<file path="src/rtl/hazard_stall_control_pkg.sv">
// ---------------------------------------------------------------------------
// hazard_stall_control_pkg
// Shared pipeline constants: the memory-stall FSM state encoding and the
// architectural zero register address.
// ---------------------------------------------------------------------------
package hazard_stall_control_pkg;

    // Memory-stall FSM encoding (2-bit, legacy-compatible constants)
    localparam logic [1:0] ST_RUN     = 2'd0;
    localparam logic [1:0] ST_WAIT    = 2'd1;
    localparam logic [1:0] ST_RELEASE = 2'd2;

    // x0 is hard-wired to zero, so a load targeting it never creates a hazard
    localparam logic [4:0] REG_X0 = 5'd0;

endpackage

</file>
<file path="src/rtl/hazard_stall_control_load_use.sv">
// ---------------------------------------------------------------------------
// load_use_detect
// Combinational load-use comparator: flags when the load in EX writes a
// register the instruction in ID reads.
//   ID_RS1addr_i / ID_RS2addr_i : source registers of the ID instruction
//   EX_MemRead_i                : EX instruction is a load
//   EX_RDaddr_i                 : destination register of the EX instruction
//   load_use_o                  : 1 when ID must wait one cycle for the load
// ---------------------------------------------------------------------------
module load_use_detect
    import hazard_stall_control_pkg::*;
(
    input  logic [4:0] ID_RS1addr_i,
    input  logic [4:0] ID_RS2addr_i,
    input  logic       EX_MemRead_i,
    input  logic [4:0] EX_RDaddr_i,
    output logic       load_use_o
);

    assign load_use_o = EX_MemRead_i
                      & (EX_RDaddr_i != REG_X0)
                      & ((EX_RDaddr_i == ID_RS1addr_i) | (EX_RDaddr_i == ID_RS2addr_i));

endmodule

</file>
<file path="src/rtl/hazard_stall_control.sv">
// ---------------------------------------------------------------------------
// hazard_stall_control
// Pipeline hazard unit: freezes the pipe for data-cache accesses, inserts a
// bubble on load-use hazards, flushes IF/ID on taken branches, and counts
// stall cycles.
//   clk_i, rst_i         : clock, synchronous active-high reset
//   ID_RS1addr_i/RS2     : ID source registers
//   EX_MemRead_i/RDaddr  : EX load and its destination
//   Branch_taken_i       : branch resolved taken in ID
//   MEM_MemRead_i/Write  : MEM stage cache access
//   mem_ack_i            : cache access complete
//   mem_req_o            : cache access request
//   pipe_stall_o         : freeze all pipeline registers and PC
//   PC_write_o           : PC update enable
//   IFID_write_o         : IF/ID write enable
//   IDEX_bubble_o        : insert a NOP into ID/EX
//   IFID_flush_o         : clear IF/ID
//   stall_cnt_o          : saturating stall-cycle count
//
// Handshake: mem_req_o rises combinationally in the first cycle of an access
// and stays high until the edge on which mem_ack_i is sampled high (WAIT
// only); the following RELEASE cycle drops the request and lets the pipe
// advance once. mem_ack_i outside WAIT is ignored.
// ---------------------------------------------------------------------------
module hazard_stall_control
    import hazard_stall_control_pkg::*;
#(
    parameter int STALL_CNT_W = 16
) (
    input  logic                   clk_i,
    input  logic                   rst_i,
    input  logic [4:0]             ID_RS1addr_i,
    input  logic [4:0]             ID_RS2addr_i,
    input  logic                   EX_MemRead_i,
    input  logic [4:0]             EX_RDaddr_i,
    input  logic                   Branch_taken_i,
    input  logic                   MEM_MemRead_i,
    input  logic                   MEM_MemWrite_i,
    input  logic                   mem_ack_i,
    output logic                   mem_req_o,
    output logic                   pipe_stall_o,
    output logic                   PC_write_o,
    output logic                   IFID_write_o,
    output logic                   IDEX_bubble_o,
    output logic                   IFID_flush_o,
    output logic [STALL_CNT_W-1:0] stall_cnt_o
);

    logic [1:0]             state_q, state_d;
    logic [STALL_CNT_W-1:0] cnt_q, cnt_d;
    logic                   mem_access;
    logic                   mem_stall;
    logic                   load_use;

    assign mem_access = MEM_MemRead_i | MEM_MemWrite_i;

    load_use_detect u_load_use (
        .ID_RS1addr_i (ID_RS1addr_i),
        .ID_RS2addr_i (ID_RS2addr_i),
        .EX_MemRead_i (EX_MemRead_i),
        .EX_RDaddr_i  (EX_RDaddr_i),
        .load_use_o   (load_use)
    );

    // Memory-stall FSM
    always_comb begin
        state_d   = state_q;
        mem_stall = 1'b0;
        case (state_q)
            ST_RUN: begin
                if (mem_access) begin
                    mem_stall = 1'b1;
                    state_d   = ST_WAIT;
                end
            end
            ST_WAIT: begin
                mem_stall = 1'b1;
                if (mem_ack_i) begin
                    state_d = ST_RELEASE;
                end
            end
            ST_RELEASE: begin
                // one free cycle so the completed access can leave MEM
                state_d = ST_RUN;
            end
            default: begin
                state_d = ST_RUN;
            end
        endcase
    end

    // Reset overrides everything combinationally, so an abandoned request
    // drops in the very cycle reset is seen.
    assign mem_req_o    = mem_stall & ~rst_i;
    assign pipe_stall_o = mem_stall & ~rst_i;

    // Pipeline control, memory stall > load-use > branch flush
    always_comb begin
        PC_write_o    = 1'b1;
        IFID_write_o  = 1'b1;
        IDEX_bubble_o = 1'b0;
        IFID_flush_o  = 1'b0;
        if (rst_i) begin
            PC_write_o    = 1'b1;
        end else if (mem_stall) begin
            PC_write_o    = 1'b0;
            IFID_write_o  = 1'b0;
        end else if (load_use) begin
            PC_write_o    = 1'b0;
            IFID_write_o  = 1'b0;
            IDEX_bubble_o = 1'b1;
        end else if (Branch_taken_i) begin
            IFID_flush_o  = 1'b1;
        end
    end

    // Saturating stall counter
    always_comb begin
        cnt_d = cnt_q;
        if ((pipe_stall_o | IDEX_bubble_o) && (cnt_q != '1)) begin
            cnt_d = cnt_q + 1'b1;
        end
    end

    always_ff @(posedge clk_i) begin
        if (rst_i) begin
            state_q <= ST_RUN;
            cnt_q   <= '0;
        end else begin
            state_q <= state_d;
            cnt_q   <= cnt_d;
        end
    end

    assign stall_cnt_o = cnt_q;

endmodule

</file>
<file path="config.mk">
export PLATFORM = sky130hd
export DESIGN_NAME = hazard_stall_control
export DESIGN_NICKNAME = d
export VERILOG_FILES = /design/src/rtl/hazard_stall_control_pkg.sv /design/src/rtl/hazard_stall_control_load_use.sv /design/src/rtl/hazard_stall_control.sv
export SDC_FILE = /design/constraint.sdc
export NUM_CORES = 1
export LEC_CHECK = 0
export BUFFER_PORTS_ARGS = -buffer_cell sky130_fd_sc_hd__buf_2
export CAP_MARGIN = 20
export CORE_MARGIN = 5
export CORE_UTILIZATION = 40
export CTS_CLUSTER_DIAMETER = 40
export CTS_CLUSTER_SIZE = 20
export DETAILED_ROUTE_END_ITERATION = 12
export PLACE_DENSITY = 0.67
export SLEW_MARGIN = 30
export SYNTH_ARGS = -nofsm -noshare
export SYNTH_HDL_FRONTEND = slang
export SYNTH_HIERARCHICAL = 1
export SYNTH_SLANG_ARGS = --single-unit
export TNS_END_PERCENT = 1
</file>
<file path="constraint.sdc">
create_clock -name clk_i -period 3.05 [get_ports clk_i]
set_input_delay 0.4575 -clock clk_i [delete_from_list [all_inputs] [get_ports clk_i]]
set_output_delay 0.4575 -clock clk_i [all_outputs]
set_load 0.05 [all_outputs]
</file>
==> run summary <==
DR WL/cell - 14.5 um
post-synth cell types - 36
CP endpoint kind - primary output
die width - 63.9 um
Post-DP HPWL - 2340 um
routed wire length - 3060 um
maximum vdd drop - 0.211 mV
Die ar. - 4080 um2
CP cell instances - buf_2 > or4_1 > o21ai_1 > a21oi_1 > or4_4 > nand2_1 > or2_2 > buf_2
Placement Setup Slack - 0.311 ns
grt peak-use layer - met2
Gate Count Post-Synth - 138
sequential cell area - 360 um2
clock sink total - 18
Initial Utilization - 42.1%
Post-synth EDFFs - 0
Slowest cell on crit path - or4_1
final net count - 204
hold slack - 0.389 ns
Slew HR - 55.8%
Worst-path clk slew - 0.11 ns
share of layout cells above drive strength 1 - 32.8%
Routability Congestion - 0.791
Post-synth top cells - dfxtp_1, a21oi_1, or4_1, nand2_1
measured slew at the worst slew-check pin - 0.657 ns
CP most frequent cell - buf_2
first-pass GRT wire length - 5130 um
Avg Inst Size Synth - 8.40 um2
number of I/O port buffers - 43
final hold violations - 0
total track usage - 15.3%
Cell Area, Synth - 1160 um2
Synth area leaders - dfxtp_1, or4_1, a21oi_1
Fin Setup TNS - 0 ns
hold buffer count at cts - 0
Vias - 1197
# diodes - 0
crit path launch type - input port
asr flop ratio synth - 0%
period utilization - 89.8%
Clock Latency Late Sink - 0.30 ns
Final Skew - 0.00164 ns
CTS Buf Count - 3
RSZ-0062 raised after global routing - no
Final Cell Area - 1420 um2
root buf cell - clkbuf_4
initial detailed-routing violation count - 31
cts repair resizes - 0
pins over their slew limit - 0
Clock Path Buffers - 2
Initial DRT Pass Iterations - 4
top-count cell post-synth - dfxtp_1
Routed Antenna Nets - 0
area grow syn2layout - 22.3%
placed cell count - 207
Pleak - 0.559 nW
Die Y-Extent - 63.9 um
# setup viols final - 0
setup bufs post-CTS - 0
area of the multi-input gates - 749 um2
initial antenna violation count - 0
number of synthesized register bits - 18
Pwr per Cell Area - 361 nW/um2
Post-route DRC - 0
CTS H-Tree Depth - 1
Peak Freq - 0.365 GHz
Finished Layout Cells - 211
Hold Path Class - in2reg
clock tree from TritonCTS - done
I/O pin count - 44
sequential share of the synthesized area - 31.1%
M3 GR Usage - 2.28%
core area - 2760 um2
max incr delay on CP - 0.51 ns
remaining global-route overflow - 0
critical path data required time - 2.59 ns
Synth Warn # - 6
Placed Area - 1380 um2
critical path peak fanout - 5
status - finished, final reports clean
grt met1 use - 18.7%
dominant cell type by area after synthesis - dfxtp_1
row count - 19
Mapped Nets - 161
# fillers - 267
Critical Path AT - 2.28 ns
number of global-route vias before repair - 1157
max_cap viols - 0
Via density - 5.67
top cell type's share of synthesized area - 31.1%
crit path kind - in2out
met2 Use GR - 26.3%
min cycle time layout - 2.74 ns
largest net degree at the start of global routing - 26
Main synth FF type - dfxtp_1
setup ws final - 0.312 ns
==> routing by layer <==
layer  up-vias  share of wire [%]
li1        611                  -
met1       553                 46
met2        28                 48
met3         5                4.5
met4         0                1.6
met5         -                  0
==> registers in the layout, summed over array words and instances (netlist names) <==
name,cells
stall_cnt_o,16
state_q,2
==> layout by cell type (no fill, tap or decap), types with 5 or more instances in the layout <==
cell and count:
buf_2 43, dfxtp_1 18, a21oi_1 14, or4_1 10, nand2_1 9, nor3_1 8, o31ai_1 8, nand3_1 7
xor2_1 6, nor2_1 5
==> worst paths after layout <==
path	startpoint	endpoint	slack, ns	depth (start not counted)
worst max-delay path	EX_RDaddr_i[1]	IFID_write_o	0.31	8
worst max register to register	stall_cnt_o[0]$_SDFFE_PP0P_	stall_cnt_o[7]$_SDFFE_PP0P_	1.10	5
worst min-delay path	mem_ack_i	state_q[1]$_SDFFE_PP0P_	0.39	3
worst min register to register	state_q[0]$_SDFFE_PP0P_	state_q[1]$_SDFFE_PP0P_	0.49	2
==> kinds of logic (layout without fill, tap and decap cells) <==
group / after synthesis / after routing / synth area share, %
buf+inv: 9 / 51 / 4.85
compound gates: 30 / 30 / 15.8
mux: 3 / 3 / 2.91
fa+ha+maj: 1 / 1 / 1.08
flops: 18 / 18 / 31.1
simple gates: 67 / 67 / 36.8
xor+xnor: 10 / 10 / 7.55
==> stage by stage <==
step / total power [mW] / utilization (%)
after floorplan: 0.329 / -
after global placement: 0.360 / 50.1
after detailed placement: 0.362 / 50.1
after CTS: 0.518 / 51.5
after global routing: 0.535 / 51.5
final: 0.512 / 51.5
==> power by group <==
part           total, mW  switching (mW)  internal, mW  leakage (nW)
Clock              0.154          0.0814        0.0729        0.0210
Combinational      0.110          0.0714        0.0381         0.392
Sequential         0.248         0.00665         0.241         0.146
Total              0.512           0.160         0.352         0.559
==> final cells by class <==
class                           count  share of cell area, %
Sequential cell                    18                   25.4
Timing Repair Buffer               44                   15.7
Inverter                            3                  0.794
Multi-Input combinational cell    111                   52.8
Clock buffer                        4                   2.56
Tap cell                           31                   2.73
==> worst max-delay path: cells and delay by family <==
| family | cells | cell delay [ns] |
|---|---|---|
| compound gates | 2 | 0.24 |
| buf+inv | 2 | 0.37 |
| simple gates | 4 | 1.21 |
No activity file was read; power rests on OpenSTA's default activity.
